===== src/rtl/dly_line.sv =====
// ----------------------------------------------------------------------------
// dly_line : parametrised, enable-gated delay line with per-stage valid.
//
// A WIDTH-bit sample plus its valid flag enters stage 0 on every enabled edge
// and shifts one stage per enabled edge, leaving after DEPTH enabled edges.
// Bubbles are stored with zero data, so an invalid stage always reads as 0.
// A registered occupancy count tracks how many stages hold valid samples.
//
// Optional feature macro: DLY_LINE_TAP_EN
//   When defined, a combinational tap mux exposes any stage selected by
//   dly_line_iport_tap; out-of-range selects read back as zero/invalid.
//
// Ports:
//   dly_line_cport_clk      in   1      clock, rising edge
//   dly_line_cport_rst      in   1      synchronous active-high reset
//   dly_line_cport_en       in   1      advance enable (0 = hold)
//   dly_line_cport_flush    in   1      synchronous clear, beats enable
//   dly_line_iport_d        in   WIDTH  input sample
//   dly_line_iport_vld      in   1      input sample valid
//   dly_line_iport_tap      in   TAP_W  tap stage select   (DLY_LINE_TAP_EN)
//   dly_line_oport_q        out  WIDTH  data of stage DEPTH-1
//   dly_line_oport_vld      out  1      valid of stage DEPTH-1
//   dly_line_oport_tap_q    out  WIDTH  data of tapped stage (DLY_LINE_TAP_EN)
//   dly_line_oport_tap_vld  out  1      valid of tapped stage (DLY_LINE_TAP_EN)
//   dly_line_oport_cnt      out  CNT_W  number of valid stages, 0..DEPTH
// ----------------------------------------------------------------------------
module dly_line #(
    parameter int WIDTH = 8,
    parameter int DEPTH = 4,
    parameter int CNT_W = $clog2(DEPTH + 1),
    parameter int TAP_W = (DEPTH > 1) ? $clog2(DEPTH) : 1
) (
    input  logic             dly_line_cport_clk,
    input  logic             dly_line_cport_rst,
    input  logic             dly_line_cport_en,
    input  logic             dly_line_cport_flush,
    input  logic [WIDTH-1:0] dly_line_iport_d,
    input  logic             dly_line_iport_vld,
`ifdef DLY_LINE_TAP_EN
    input  logic [TAP_W-1:0] dly_line_iport_tap,
`endif
    output logic [WIDTH-1:0] dly_line_oport_q,
    output logic             dly_line_oport_vld,
`ifdef DLY_LINE_TAP_EN
    output logic [WIDTH-1:0] dly_line_oport_tap_q,
    output logic             dly_line_oport_tap_vld,
`endif
    output logic [CNT_W-1:0] dly_line_oport_cnt
);

    // Occupancy is recomputed from the next valid vector rather than
    // incremented, so it can never drift or wrap.
    function automatic logic [CNT_W-1:0] popcount(input logic [DEPTH-1:0] v);
        logic [CNT_W-1:0] n;
        n = '0;
        for (int i = 0; i < DEPTH; i++) begin
            n = n + CNT_W'(v[i]);
        end
        return n;
    endfunction

    logic [DEPTH-1:0][WIDTH-1:0] data_p;
    logic [DEPTH-1:0]            vld_p;
    logic [CNT_W-1:0]            cnt_p;

    logic [DEPTH-1:0][WIDTH-1:0] data_nxt;
    logic [DEPTH-1:0]            vld_nxt;

    // ---- next-state: flush > enable > hold -----------------------------------
    always_comb begin
        data_nxt = data_p;
        vld_nxt  = vld_p;
        if (dly_line_cport_flush) begin
            data_nxt = '0;
            vld_nxt  = '0;
        end else if (dly_line_cport_en) begin
            // Bubbles enter with zero data so the output reads 0 when invalid.
            data_nxt[0] = dly_line_iport_vld ? dly_line_iport_d : '0;
            vld_nxt[0]  = dly_line_iport_vld;
            for (int i = 1; i < DEPTH; i++) begin
                data_nxt[i] = data_p[i-1];
                vld_nxt[i]  = vld_p[i-1];
            end
        end
    end

    // ---- stage registers ------------------------------------------------------
    always_ff @(posedge dly_line_cport_clk) begin
        if (dly_line_cport_rst) begin
            data_p <= '0;
            vld_p  <= '0;
            cnt_p  <= '0;
        end else begin
            data_p <= data_nxt;
            vld_p  <= vld_nxt;
            cnt_p  <= popcount(vld_nxt);
        end
    end

    assign dly_line_oport_q   = data_p[DEPTH-1];
    assign dly_line_oport_vld = vld_p[DEPTH-1];
    assign dly_line_oport_cnt = cnt_p;

`ifdef DLY_LINE_TAP_EN
    // ---- tap mux: select compared per stage so out-of-range reads as zero -----
    always_comb begin
        dly_line_oport_tap_q   = '0;
        dly_line_oport_tap_vld = 1'b0;
        for (int i = 0; i < DEPTH; i++) begin
            if (dly_line_iport_tap == i[TAP_W-1:0]) begin
                dly_line_oport_tap_q   = data_p[i];
                dly_line_oport_tap_vld = vld_p[i];
            end
        end
    end
`endif

endmodule

===== config.mk =====
export PLATFORM = sky130hd
export DESIGN_NAME = dly_line
export DESIGN_NICKNAME = d
export VERILOG_FILES = /design/src/rtl/dly_line.sv
export SDC_FILE = /design/constraint.sdc
export NUM_CORES = 1
export LEC_CHECK = 0
export BUFFER_PORTS_ARGS = -buffer_cell sky130_fd_sc_hd__buf_2
export CAP_MARGIN = 5
export CORE_UTILIZATION = 40
export DETAILED_ROUTE_END_ITERATION = 12
export PLACE_DENSITY = 0.64
export SETUP_SLACK_MARGIN = 0.15
export SLEW_MARGIN = 25
export SYNTH_ARGS = -nofsm -noshare
export SYNTH_HDL_FRONTEND = slang
export SYNTH_SLANG_ARGS = --single-unit
export TNS_END_PERCENT = 1

===== constraint.sdc =====
create_clock -name dly_line_cport_clk -period 5.66 [get_ports dly_line_cport_clk]
set_input_delay 0.566 -clock dly_line_cport_clk [delete_from_list [all_inputs] [get_ports dly_line_cport_clk]]
set_output_delay 0.566 -clock dly_line_cport_clk [all_outputs]
set_load 0.03 [all_outputs]

* Yosys cells after proc, flatten, opt, wreduce, memory -nomap -nowiden *
Cells that the tools add are included.

cells by class
  muxes and demuxes = 3
  reductions and logical operators = 1
  add/sub/neg operators = 3

operators by type and width
  cell                  count
  two-way mux 4 bit     2
  two-way mux 8 bit     1
  adder 2 x 1 -> 3 bit  1
  adder 3 x 1 -> 3 bit  1
  adder 1 x 1 -> 2 bit  1
  OR reduction 2 bit    1

word-level totals
  register bits after elaboration = 39
  logic and storage cells = 13
  output and inout port bits = 12

* Depth between registers and ports, before layout *
  word-level depth = 5
  gate-level depth with buffers = 8
  gate-level depth less buffers = 6

* Worst setup path before layout *
No wires, ideal clock.

  path type = input to register
  start = input dly_line_cport_en
  end = register cnt_p[1] (netlist: dly_line_oport_cnt[1])
  data arrival time = 2.179 ns
  stages on the path = 8
  library setup time = 0.114 ns
  setup slack = 3.368 ns
  required time = 5.546 ns
  cell sequence = buf_2 > buf_4 > mux2i_1 > nor2_1 > fa_1 > ha_1 > ha_1 > nor2b_1

between the ends
  longest elaborated chain between the ends = 5

ends and longest elaborated chain
  what                  RTL line  source
  start, declared       35        input logic dly_line_cport_en,
  two-way mux 4 bit     76        end else if (dly_line_cport_en) begin
  two-way mux 4 bit     73        if (dly_line_cport_flush) begin
  net vld_nxt[0]        67        logic [DEPTH-1:0] vld_nxt;
  adder 1 x 1 -> 2 bit  57        n = n + CNT_W'(v[i]);
  adder 2 x 1 -> 3 bit  57
  adder 3 x 1 -> 3 bit  57
  end signal, assigned  96        cnt_p <= popcount(vld_nxt);
  end, declared         64        logic [CNT_W-1:0] cnt_p;

The timed path passes the listed nets, and every way through them passes these cells.
A chain may end at the register's enable or synchronous reset.

* Worst setup path in the final report *
Same ends and word-level chain as after synthesis.

==> tab_implementation.tex <==
\begin{tabular}{lr}
\hline
Metric & Value \\
\hline
\multicolumn{2}{l}{\textbf{Critical path}} \\
Timing startpoint of the critical path & dly\_line\_cport\_en \\
Startpoint of the most critical register-to-register path & vld\_p[0]\$\_SDFF\_PP0\_ \\
Length in cells of the worst reg-to-reg path & 6 \\
Type of the worst setup path & input port to flip-flop \\
Data required, critical path & 5.83 ns \\
Worst reg-to-reg setup slack & 3.89 ns \\
Critical path launch point type & input port \\
Worst endpoint data arrival time & 2.80 ns \\
Crit end category & flip-flop \\
Capture instance of the worst register-to-register path & dly\_line\_oport\_cnt[1]\$\_SDFF\_PP0\_ \\
Maximum fanout count along the critical path & 44 \\
\multicolumn{2}{l}{\textbf{GRT}} \\
Via count of the first global-routing pass & 989 \\
GRT Overall Usage & 0.1283 \\
Busiest layer in global routing & met2 \\
Total gr overflow & 0 \\
Maximum number of pins on one net before global-route repair & 45 \\
Met1 usage in global routing & 0.1261 \\
Initial antenna violation count & 0 \\
Met3 Resource Use GR & 0.04514 \\
GR Layer Usage met2 & 0.2268 \\
Wire length of the first global-routing pass & 4064 um \\
\multicolumn{2}{l}{\textbf{Synth}} \\
Area of the mapped netlist & 1614 sq um \\
Warnings, synthesis & 0 \\
Synth area leader & dfxtp\_1 \\
Synthesized Nets & 164 \\
Number of enable flip-flop cells after synthesis & 0 \\
Syn avg cell area & 10.91 sq um \\
Ys flop type & dfxtp\_1 \\
Yosys top cell area share & 0.4837 \\
Most repeated cell in the gate-level netlist after synthesis & dfxtp\_1 \\
Asr flop ratio synth & 0 \\
Register area share after synthesis & 0.4837 \\
Count of distinct cell types in the synthesized netlist & 18 \\
Cells after synthesis & 148 \\
Flops \& latches, synth & 39 \\
Ranking of synthesized cells by area & dfxtp\_1 (48\%), mux2i\_1 (17\%), nor2\_2 (9.7\%) \\
Post-synth top cells & dfxtp\_1 (39), mux2i\_1 (28), nor2\_2 (25) \\
\multicolumn{2}{l}{\textbf{Placement}} \\
Setup slack at placement & 2.734 ns \\
Sum of net half-perimeters after detailed placement & 1588 um \\
Placement Cell Area & 1632 sq um \\
Last weighted congestion value of the routability-driven placer & 0.6424 \\
Buffers on Ports & 24 \\
\multicolumn{2}{l}{\textbf{STA}} \\
Unrepaired setup endpoints after global routing & no \\
Worst-case headroom to the max-slew limit & 0.3518 \\
Number of slew-limit violations in the final report & 0 \\
Tmin final & 2.632 ns \\
Worst setup skew after layout & 0.006573 ns \\
Sum of negative setup slack & 0 ns \\
Worst Max-Slew Pin Slew & 0.9723 ns \\
Final cycle utilization of the critical path & 0.4650 \\
Hold Vio Cnt, Final & 0 \\
Setup WS post-layout & 3.028 ns \\
Top achievable clock speed & 0.3799 GHz \\
Final number of setup-violating endpoints & 0 \\
\multicolumn{2}{l}{\textbf{Finish}} \\
Number of fill cells in the layout & 379 \\
Non-Filler Cell Area, Final & 1713 sq um \\
Number of antenna cells inserted & 0 \\
Area growth, synth to finish & 6.124\% \\
Final cell utilization of the core & 0.4542 \\
Net count, final & 177 \\
Layout cell share with drive strength beyond 1 & 0.3580 \\
\multicolumn{2}{l}{\textbf{CTS}} \\
Number of levels in the clock H-tree & 2 \\
Number of setup buffers added after CTS & 0 \\
Number of buffers on the longest clock path & 2 \\
Number of buffers inserted during clock tree synthesis & 5 \\
Clock Latency Late Sink & 0.28 ns \\
Clock tree from TritonCTS & built \\
\# resized after CTS & 0 \\
Clock slew at reported path FFs & 0.07 ns \\
Cell at the root of the clock tree & clkbuf\_8 \\
Number of buffers inserted by hold repair at cts & 0 \\
Number of sinks driven by the clock tree & 39 \\
\multicolumn{2}{l}{\textbf{Floorplan}} \\
Std cell rows & 22 \\
Initial core utilization & 0.4280 \\
Standard cell core area & 3771 sq um \\
Die outline area & 4293 sq um \\
Die Height & 65.52 um \\
Boundary pin count & 25 \\
Die boundary width & 65.52 um \\
\multicolumn{2}{l}{\textbf{Run status}} \\
Run status & complete, no violations \\
\multicolumn{2}{l}{\textbf{Worst hold path}} \\
Worst hold path class & flip-flop to flip-flop \\
Endpoint of the worst hold-timing path & data\_p[2]\$\_SDFFE\_PP0P\_ \\
Cells on Worst Hold Path & 2 \\
Worst Hold Launch & data\_p[2]\$\_SDFFE\_PP0P\_ \\
\multicolumn{2}{l}{\textbf{Route}} \\
\# DRC & 0 \\
Post-DR wirelength/cell & 11.00 um \\
Total wire length & 2309 um \\
Count of TritonRoute iterations in the first routing pass & 3 \\
Number of vias after detailed routing & 987 \\
Detailed Route Iter0 Violations & 27 \\
Antenna-violating nets left & 0 \\
Vias per cell & 4.700 \\
\multicolumn{2}{l}{\textbf{Pwr}} \\
Maximum vdd drop & 0.0001632 V \\
Final Total Pwr & 0.4771 mW \\
Leakage power of the design & 0.7180 nW \\
Power density over cell area & 278.5 nW/um\^{}2 \\
\multicolumn{2}{l}{\textbf{Job}} \\
Maximum Capacitance Violations & 0 \\
\hline
\end{tabular}
==> state kept, by name, indices dropped and copies added (netlist names) <==
name,flops
data_p,24
dly_line_oport_q,8
vld_p,4
dly_line_oport_cnt,3
==> worst max-delay path, stage by stage <==
cell	delay, ns
buf_2	0.72
mux2i_1	0.33
nor2_1	0.10
fa_1	0.49
ha_1	0.20
ha_1	0.26
nor2b_1	0.12
==> metal layers <==
metal	up-vias	part of all wire
li1	503	-
met1	460	0.44
met2	20	0.48
met3	4	0.054
met4	0	0.019
met5	-	0
==> cell type report <==
cell class | count | area [sq um] | share of cell area
Clock inverter | 1 | 5.005 | 0.002922
Sequential cell | 39 | 780.7 | 0.4558
Multi-Input combinational cell | 91 | 670.6 | 0.3915
Timing Repair Buffer | 24 | 120.1 | 0.07012
Tap cell | 48 | 60.06 | 0.03506
Clock buffer | 7 | 76.32 | 0.04456
==> worst max-delay path by stage <==
stage	to	slack, ns
final	dly_line_oport_cnt[1]$_SDFF_PP0_	3.03
after detailed placement	dly_line_oport_cnt[1]$_SDFF_PP0_	2.73
after global routing	dly_line_oport_cnt[1]$_SDFF_PP0_	2.88
after global placement	dly_line_oport_cnt[1]$_SDFF_PP0_	2.79
after CTS	dly_line_oport_cnt[1]$_SDFF_PP0_	3.02
after floorplan	dly_line_oport_cnt[1]$_SDFF_PP0_	3.37
==> cell families (layout without fill, tap and decap cells) <==
family                     count (synthesis)  in the layout  share of synthesized area
AOI/OAI and AO/OA                          8              8                    0.02946
muxes                                     28             28                     0.1736
adders and majority gates                  3              3                    0.02790
and+or+nand+nor                           52             52                     0.1845
DFF                                       39             39                     0.4837
buffers and inverters                     18             32                     0.1008
==> metrics by stage <==
stage                     std cells  hold slack, ns
final                           210          0.4743
after global placement          202          0.4544
after detailed placement        202          0.4604
after floorplan                 148          0.4449
after CTS                       210          0.4761
after global routing            210          0.4884
==> report_power, final <==
| part | switching [mW] | leakage (nW) | internal [mW] |
|---|---|---|---|
| logic | 0.0172 | 0.361 | 0.0112 |
| registers | 0.000942 | 0.315 | 0.276 |
| clock network | 0.0850 | 0.0422 | 0.0863 |
| total | 0.103 | 0.718 | 0.374 |
==> cells in the final DEF (no fill, tap or decap), drive strengths merged, types with 2 or more instances in the layout <==
master,Yosys,routed
nand2b,8,8
mux2i,28,28
clkbuf,1,7
nor2,32,32
nor2b,3,3
nand3,8,8
ha,2,2
dfxtp,39,39
a21oi,8,8
buf,17,24
Note: power is estimated with default switching activity, not from simulation.
